<file path="src/rtl/prefix_pkg.sv">
// Shared types for the x86 prefix state tracker.
// Prefix kinds from the decoder and tracker FSM states.
package prefix_pkg;

    typedef enum logic [1:0] {
        PFX_SEG   = 2'd0,
        PFX_REP   = 2'd1,
        PFX_REPNE = 2'd2,
        PFX_LOCK  = 2'd3
    } prefix_kind_t;

    typedef enum logic [1:0] {
        IDLE     = 2'd0,
        PREFIXED = 2'd1,
        RESTART  = 2'd2
    } tracker_state_t;

endpackage

</file>
<file path="src/rtl/seg_select_mux.sv">
// Zero-latency priority mux for the segment register read select.
// A SEG prefix decoded this cycle bypasses the latched override.
module seg_select_mux #(
    parameter int             SR_W   = 2,
    parameter logic [SR_W-1:0] SS_SEL = 2'b10
) (
    input  logic            force_segment,
    input  logic [SR_W-1:0] microcode_sr_rd_sel,
    input  logic            seg_now,
    input  logic [SR_W-1:0] prefix_sr_sel,
    input  logic            seg_valid,
    input  logic [SR_W-1:0] seg_sel,
    input  logic            bp_is_base,
    output logic [SR_W-1:0] sr_rd_sel
);

    always_comb begin
        sr_rd_sel = microcode_sr_rd_sel;
        if (force_segment) begin
            sr_rd_sel = microcode_sr_rd_sel;
        end else if (seg_now) begin
            sr_rd_sel = prefix_sr_sel;
        end else if (seg_valid) begin
            sr_rd_sel = seg_sel;
        end else if (bp_is_base) begin
            sr_rd_sel = SS_SEL;
        end
    end

endmodule

</file>
<file path="src/rtl/prefix_state_tracker.sv">
// Latches x86 instruction prefixes for the sequencer and bus unit,
// retaining them across an interrupted string instruction.
module prefix_state_tracker
    import prefix_pkg::*;
#(
    parameter int              SR_W         = 2,
    parameter logic [SR_W-1:0] SS_SEL       = 2'b10,
    parameter int              MAX_PREFIXES = 4,
    localparam int             CNT_W        = $clog2(MAX_PREFIXES + 1)
) (
    input  logic             clk,
    input  logic             reset_n,
    input  logic             next_instruction,
    input  logic             prefix_valid,
    input  prefix_kind_t     prefix_kind,
    input  logic [SR_W-1:0]  prefix_sr_sel,
    input  logic             force_segment,
    input  logic             bp_is_base,
    input  logic [SR_W-1:0]  microcode_sr_rd_sel,
    input  logic             string_restart,
    output logic [SR_W-1:0]  sr_rd_sel,
    output logic             rep_active,
    output logic             rep_z,
    output logic             lock_active,
    output logic [CNT_W-1:0] prefix_count,
    output logic             prefix_overflow
);

    localparam logic [CNT_W-1:0] CNT_MAX = CNT_W'(MAX_PREFIXES);

    tracker_state_t   state, state_n;
    logic             seg_valid, seg_valid_n;
    logic [SR_W-1:0]  seg_sel, seg_sel_n;
    logic             rep_active_n, rep_z_n, lock_active_n;
    logic [CNT_W-1:0] count_n;
    logic             overflow_n;
    logic             clear;
    logic             take;

    always_ff @(posedge clk) begin
        if (!reset_n) begin
            state           <= IDLE;
            seg_valid       <= 1'b0;
            seg_sel         <= '0;
            rep_active      <= 1'b0;
            rep_z           <= 1'b0;
            lock_active     <= 1'b0;
            prefix_count    <= '0;
            prefix_overflow <= 1'b0;
        end else begin
            state           <= state_n;
            seg_valid       <= seg_valid_n;
            seg_sel         <= seg_sel_n;
            rep_active      <= rep_active_n;
            rep_z           <= rep_z_n;
            lock_active     <= lock_active_n;
            prefix_count    <= count_n;
            prefix_overflow <= overflow_n;
        end
    end

    always_comb begin
        state_n       = state;
        seg_valid_n   = seg_valid;
        seg_sel_n     = seg_sel;
        rep_active_n  = rep_active;
        rep_z_n       = rep_z;
        lock_active_n = lock_active;
        count_n       = prefix_count;
        overflow_n    = prefix_overflow;
        clear         = 1'b0;
        take          = 1'b0;

        case (state)
            IDLE: begin
                clear = next_instruction;
                take  = prefix_valid;
                if (prefix_valid) state_n = PREFIXED;
            end
            PREFIXED: begin
                if (string_restart && rep_active) begin
                    // Retention wins over a same-cycle boundary.
                    state_n = RESTART;
                    take    = prefix_valid;
                end else begin
                    clear = next_instruction;
                    take  = prefix_valid;
                    if (next_instruction && !prefix_valid) state_n = IDLE;
                end
            end
            RESTART: begin
                if (next_instruction) state_n = PREFIXED;
            end
            default: state_n = IDLE;
        endcase

        if (clear) begin
            seg_valid_n   = 1'b0;
            seg_sel_n     = '0;
            rep_active_n  = 1'b0;
            rep_z_n       = 1'b0;
            lock_active_n = 1'b0;
            count_n       = '0;
            overflow_n    = 1'b0;
        end

        if (take) begin
            if (count_n == CNT_MAX) begin
                overflow_n = 1'b1;
            end else begin
                count_n = count_n + 1'b1;
            end
            case (prefix_kind)
                PFX_SEG: begin
                    seg_valid_n = 1'b1;
                    seg_sel_n   = prefix_sr_sel;
                end
                PFX_REP: begin
                    rep_active_n = 1'b1;
                    rep_z_n      = 1'b1;
                end
                PFX_REPNE: begin
                    rep_active_n = 1'b1;
                    rep_z_n      = 1'b0;
                end
                PFX_LOCK: lock_active_n = 1'b1;
                default: ;
            endcase
        end
    end

    seg_select_mux #(
        .SR_W   (SR_W),
        .SS_SEL (SS_SEL)
    ) u_seg_mux (
        .force_segment       (force_segment),
        .microcode_sr_rd_sel (microcode_sr_rd_sel),
        .seg_now             (prefix_valid && prefix_kind == PFX_SEG),
        .prefix_sr_sel       (prefix_sr_sel),
        .seg_valid           (seg_valid),
        .seg_sel             (seg_sel),
        .bp_is_base          (bp_is_base),
        .sr_rd_sel           (sr_rd_sel)
    );

endmodule

</file>
<file path="config.mk">
export PLATFORM = sky130hd
export DESIGN_NAME = prefix_state_tracker
export DESIGN_NICKNAME = d
export VERILOG_FILES = /design/src/rtl/prefix_pkg.sv /design/src/rtl/seg_select_mux.sv /design/src/rtl/prefix_state_tracker.sv
export SDC_FILE = /design/constraint.sdc
export NUM_CORES = 1
export LEC_CHECK = 0
export CAP_MARGIN = 20
export CORE_MARGIN = 8
export CORE_UTILIZATION = 45
export CTS_BUF_LIST = sky130_fd_sc_hd__clkbuf_16
export DETAILED_ROUTE_END_ITERATION = 8
export PLACE_DENSITY = 0.77
export SLEW_MARGIN = 20
export SYNTH_ARGS = -nofsm -noshare
export SYNTH_HDL_FRONTEND = slang
export SYNTH_SLANG_ARGS = --single-unit
</file>
<file path="constraint.sdc">
create_clock -name clk -period 1.9 [get_ports clk]
set_input_delay 0.19 -clock clk [delete_from_list [all_inputs] [get_ports clk]]
set_output_delay 0.19 -clock clk [all_outputs]
set_load 0.05 [all_outputs]
</file>
==> flow_summary_export.csv <==
group,metric,value,unit
critical_path,critPathCaptureType,"output pin",
final_layout,n_fill_cell,118,
power_and_ir_drop,seq_power_share,32.4,%
die,start_util,49.0,%
final_layout,nNetsFinal,134,
final_layout,area_growth,50.1,%
sta,tightest_slew,0.501,ns
routing,drt_wl_total,2050,um
global_route,antenna_found_initial,0,
placed_design,dp_slack,-0.0766,ns
critical_path,path_max_fanout,3,
final_layout,insertedDiodeCount,0,
synth,synth-seq-cells,12,
final_layout,drive_above_1_share,23.5,%
global_route,grtUsageMet1,13.7,%
power_and_ir_drop,leakage,0.466,nW
power_and_ir_drop,power_switching,0.213,mW
synth,ys_warn_count,0,
global_route,grt_start_max_net_pins,15,
clocking,path_clk_slew,0.05,ns
global_route,gr-max-usage-layer,"met2",
routing,num_vias,744,
synth,synthesis.nets,102,
die,die_area,3220,um^2
global_route,grt-ovfl-total,0,
critical_path,rrSetupSlack,0.21,ns
critical_path,start_kind,"primary input",
synth,synth_common_cells,"dfxtp_1, o21ai_0, a21boi_0, inv_1",
synth,syn_area,747,um^2
final_layout,fin_util,73.6,%
synth,netlist_instances,84,
power_and_ir_drop,power_frac_clock,47.5,%
critical_path,crit_required,1.71,ns
sta,fin_crit_sh,97.0,%
global_route,met3_usage,4.27,%
power_and_ir_drop,p_int,0.621,mW
die,core,1520,um^2
placed_design,dp_hpwl,1490,um
clocking,root_buffer,"clkbuf_16",
global_route,grt_pass1_wl,3500,um
global_route,grt_usage,13.1,%
critical_path,crit_end,"sr_rd_sel[1]",
sta,max-slew-margin-rel,66.5,%
sta,max_freq,543,MHz
placed_design,portBuffers,21,
synth,synth_edf_count,0,
critical_path,arrival,1.65,ns
critical_path,r2r-end,"prefix_count[0]$_SDFF_PN0_",
synth,yosysMostFrequentCell,"dfxtp_1",
critical_path,worstReg2RegStart,"state[0]$_SDFFE_PN0P_",
sta,report.final.slew_viol_count,0,
run_status,outcome,"complete, no violations",
sta,holdWs,0.480,ns
synth,synth.avg_cell_area,8.89,um^2
flow_run,max_cap_viol_count,0,
synth,synth_cell_types,31,
sta,setup_violations,0,
critical_path,crit_start,"prefix_kind[1]",
routing,drtIter0Drc,15,
routing,drcViolationCount,0,
synth,yosys_most_used_dff,"dfxtp_1",
clocking,clock_sinks,12,
critical_path,critPathKind,"primary input to output pin",
sta,hold_viol,0,
synth,synth_async_sr_flop_share,0,%
die,die_height,56.7,um
synth,yosys.area.top_type_share,32.2,%
power_and_ir_drop,swShare,25.5,%
power_and_ir_drop,finalPower,0.833,mW
clocking,post_cts_buffers,0,
power_and_ir_drop,powerDensity,743,nW/um^2
clocking,clkLatencyLatePin,0.24,ns
routing,drt_pass1_iterations,4,
placed_design,dpl.cell_count,127,
routing,drt-wirelength-per-cell,15.6,um
clocking,cts_buffers,3,
min_path,hp-class,"flip-flop to flip-flop",
clocking,h-tree-depth,1,
global_route,grtUsageMet2,22.9,%
die,rows,14,
clocking,cts_tree,"built",
sta,period_needed,1.84,ns
sta,rsz0062_at_grt,"false",
critical_path,ff2ff_path_depth,6,
die,die_x,56.7,um
synth,synth_top_area_cell,"dfxtp_1",
routing,ant_nets,0,
power_and_ir_drop,vdd_ir_drop_max,686,uV
clocking,clock_path_buffers,2,
synth,ys_seq_area_share,32.2,%
placed_design,finalWeightedCongestion,0.690,
sta,worst_slack,0.0578,ns
global_route,grt_pass1_vias,795,
power_and_ir_drop,p_comb_share,20.1,%
sta,finalClockSkew,0.00291,ns
routing,viasPerCell,5.68,
final_layout,final_cells,131,
die,design.portCount,22,
synth,synthTopCellsByArea,"dfxtp_1, ha_1, a21boi_0",
state kept, by name, summed over array words and instances, names as in the netlist:
signal / flops
seg_sel: 2
prefix_count: 3
seg_valid: 1
prefix_overflow: 1
state: 2
rep_z: 1
lock_active: 1
rep_active: 1
area by class of cell:
| class | count | area [um^2] | share of cell area (%) |
|---|---|---|---|
| inverters | 6 | 22.5 | 2.01 |
| multi-input cells | 62 | 459 | 41.0 |
| well taps | 16 | 20.0 | 1.79 |
| clock inverters | 1 | 3.75 | 0.335 |
| flip-flops and latches | 12 | 244 | 21.8 |
| repair buffers | 31 | 297 | 26.5 |
| clock buffers | 3 | 75.1 | 6.70 |
through the flow:
stage,area (um^2),setup TNS [ns]
finish,1120,0
global placement,1030,-0.0309
detailed placement,1030,-0.0865
floorplan,751,0
CTS,1110,0
global route,1120,0
what timing repair did:
action	CTS	global route
hold buffers	0	0
endpoints found under the setup margin	1	2
gates resized for setup	1	3
endpoints found under the hold margin	0	0
placed cells by master (no fill, tap or decap), types with 3 or more instances in the layout:
cell type,n
buf_4,10
ha_1,4
dfxtp_1,11
o211ai_1,3
o21ai_0,8
nand2_1,3
nor2_1,3
inv_1,6
a21boi_0,7
clkbuf_16,3
clkdlybuf4s50_1,19
nand3_1,5
worst min-delay path by stage:
stage,from,to,slack (ns),cells past startpoint
finish,lock_active$_SDFF_PN0_,lock_active$_SDFF_PN0_,0.48,2
global route,seg_sel[1]$_SDFF_PN0_,seg_sel[1]$_SDFF_PN0_,0.54,2
floorplan,reset_n,prefix_count[1]$_SDFF_PN0_,0.33,2
CTS,lock_active$_SDFF_PN0_,lock_active$_SDFF_PN0_,0.48,2
global placement,lock_active$_SDFF_PN0_,lock_active$_SDFF_PN0_,0.47,2
detailed placement,lock_active$_SDFF_PN0_,lock_active$_SDFF_PN0_,0.48,2
kinds of logic (layout without fill, tap and decap cells):
kind of cell | after synthesis | in the layout | synth area share (%)
AOI/OAI and AO/OA | 28 | 28 | 25.0
adders and majority gates | 5 | 5 | 8.38
buffers and inverters | 10 | 41 | 8.04
DFF | 12 | 12 | 32.2
muxes | 3 | 3 | 4.69
and+or+nand+nor | 26 | 26 | 21.8
critical path, cell delays in order:
cell	delay (ns)
clkdlybuf4s50_1	0.48
inv_1	0.07
ha_2	0.19
nand2_2	0.09
mux2_4	0.29
o22a_1	0.19
buf_6	0.15
layer usage:
layer	part of all wire (%)	up-vias	wire, um
met5	0	-	0
met4	1.7	0	34
met3	5.5	5	112
met2	48	21	988
met1	45	357	915
li1	-	361	-
power groups by stage:
stage | logic, mW | clock network [mW] | registers, mW
after floorplan | 0.0711 | 0 | 0.293
after global placement | 0.158 | 0 | 0.274
after detailed placement | 0.162 | 0 | 0.274
after CTS | 0.165 | 0.403 | 0.270
after global routing | 0.179 | 0.416 | 0.272
final | 0.168 | 0.396 | 0.270
No activity file was read; power rests on OpenSTA's default activity.
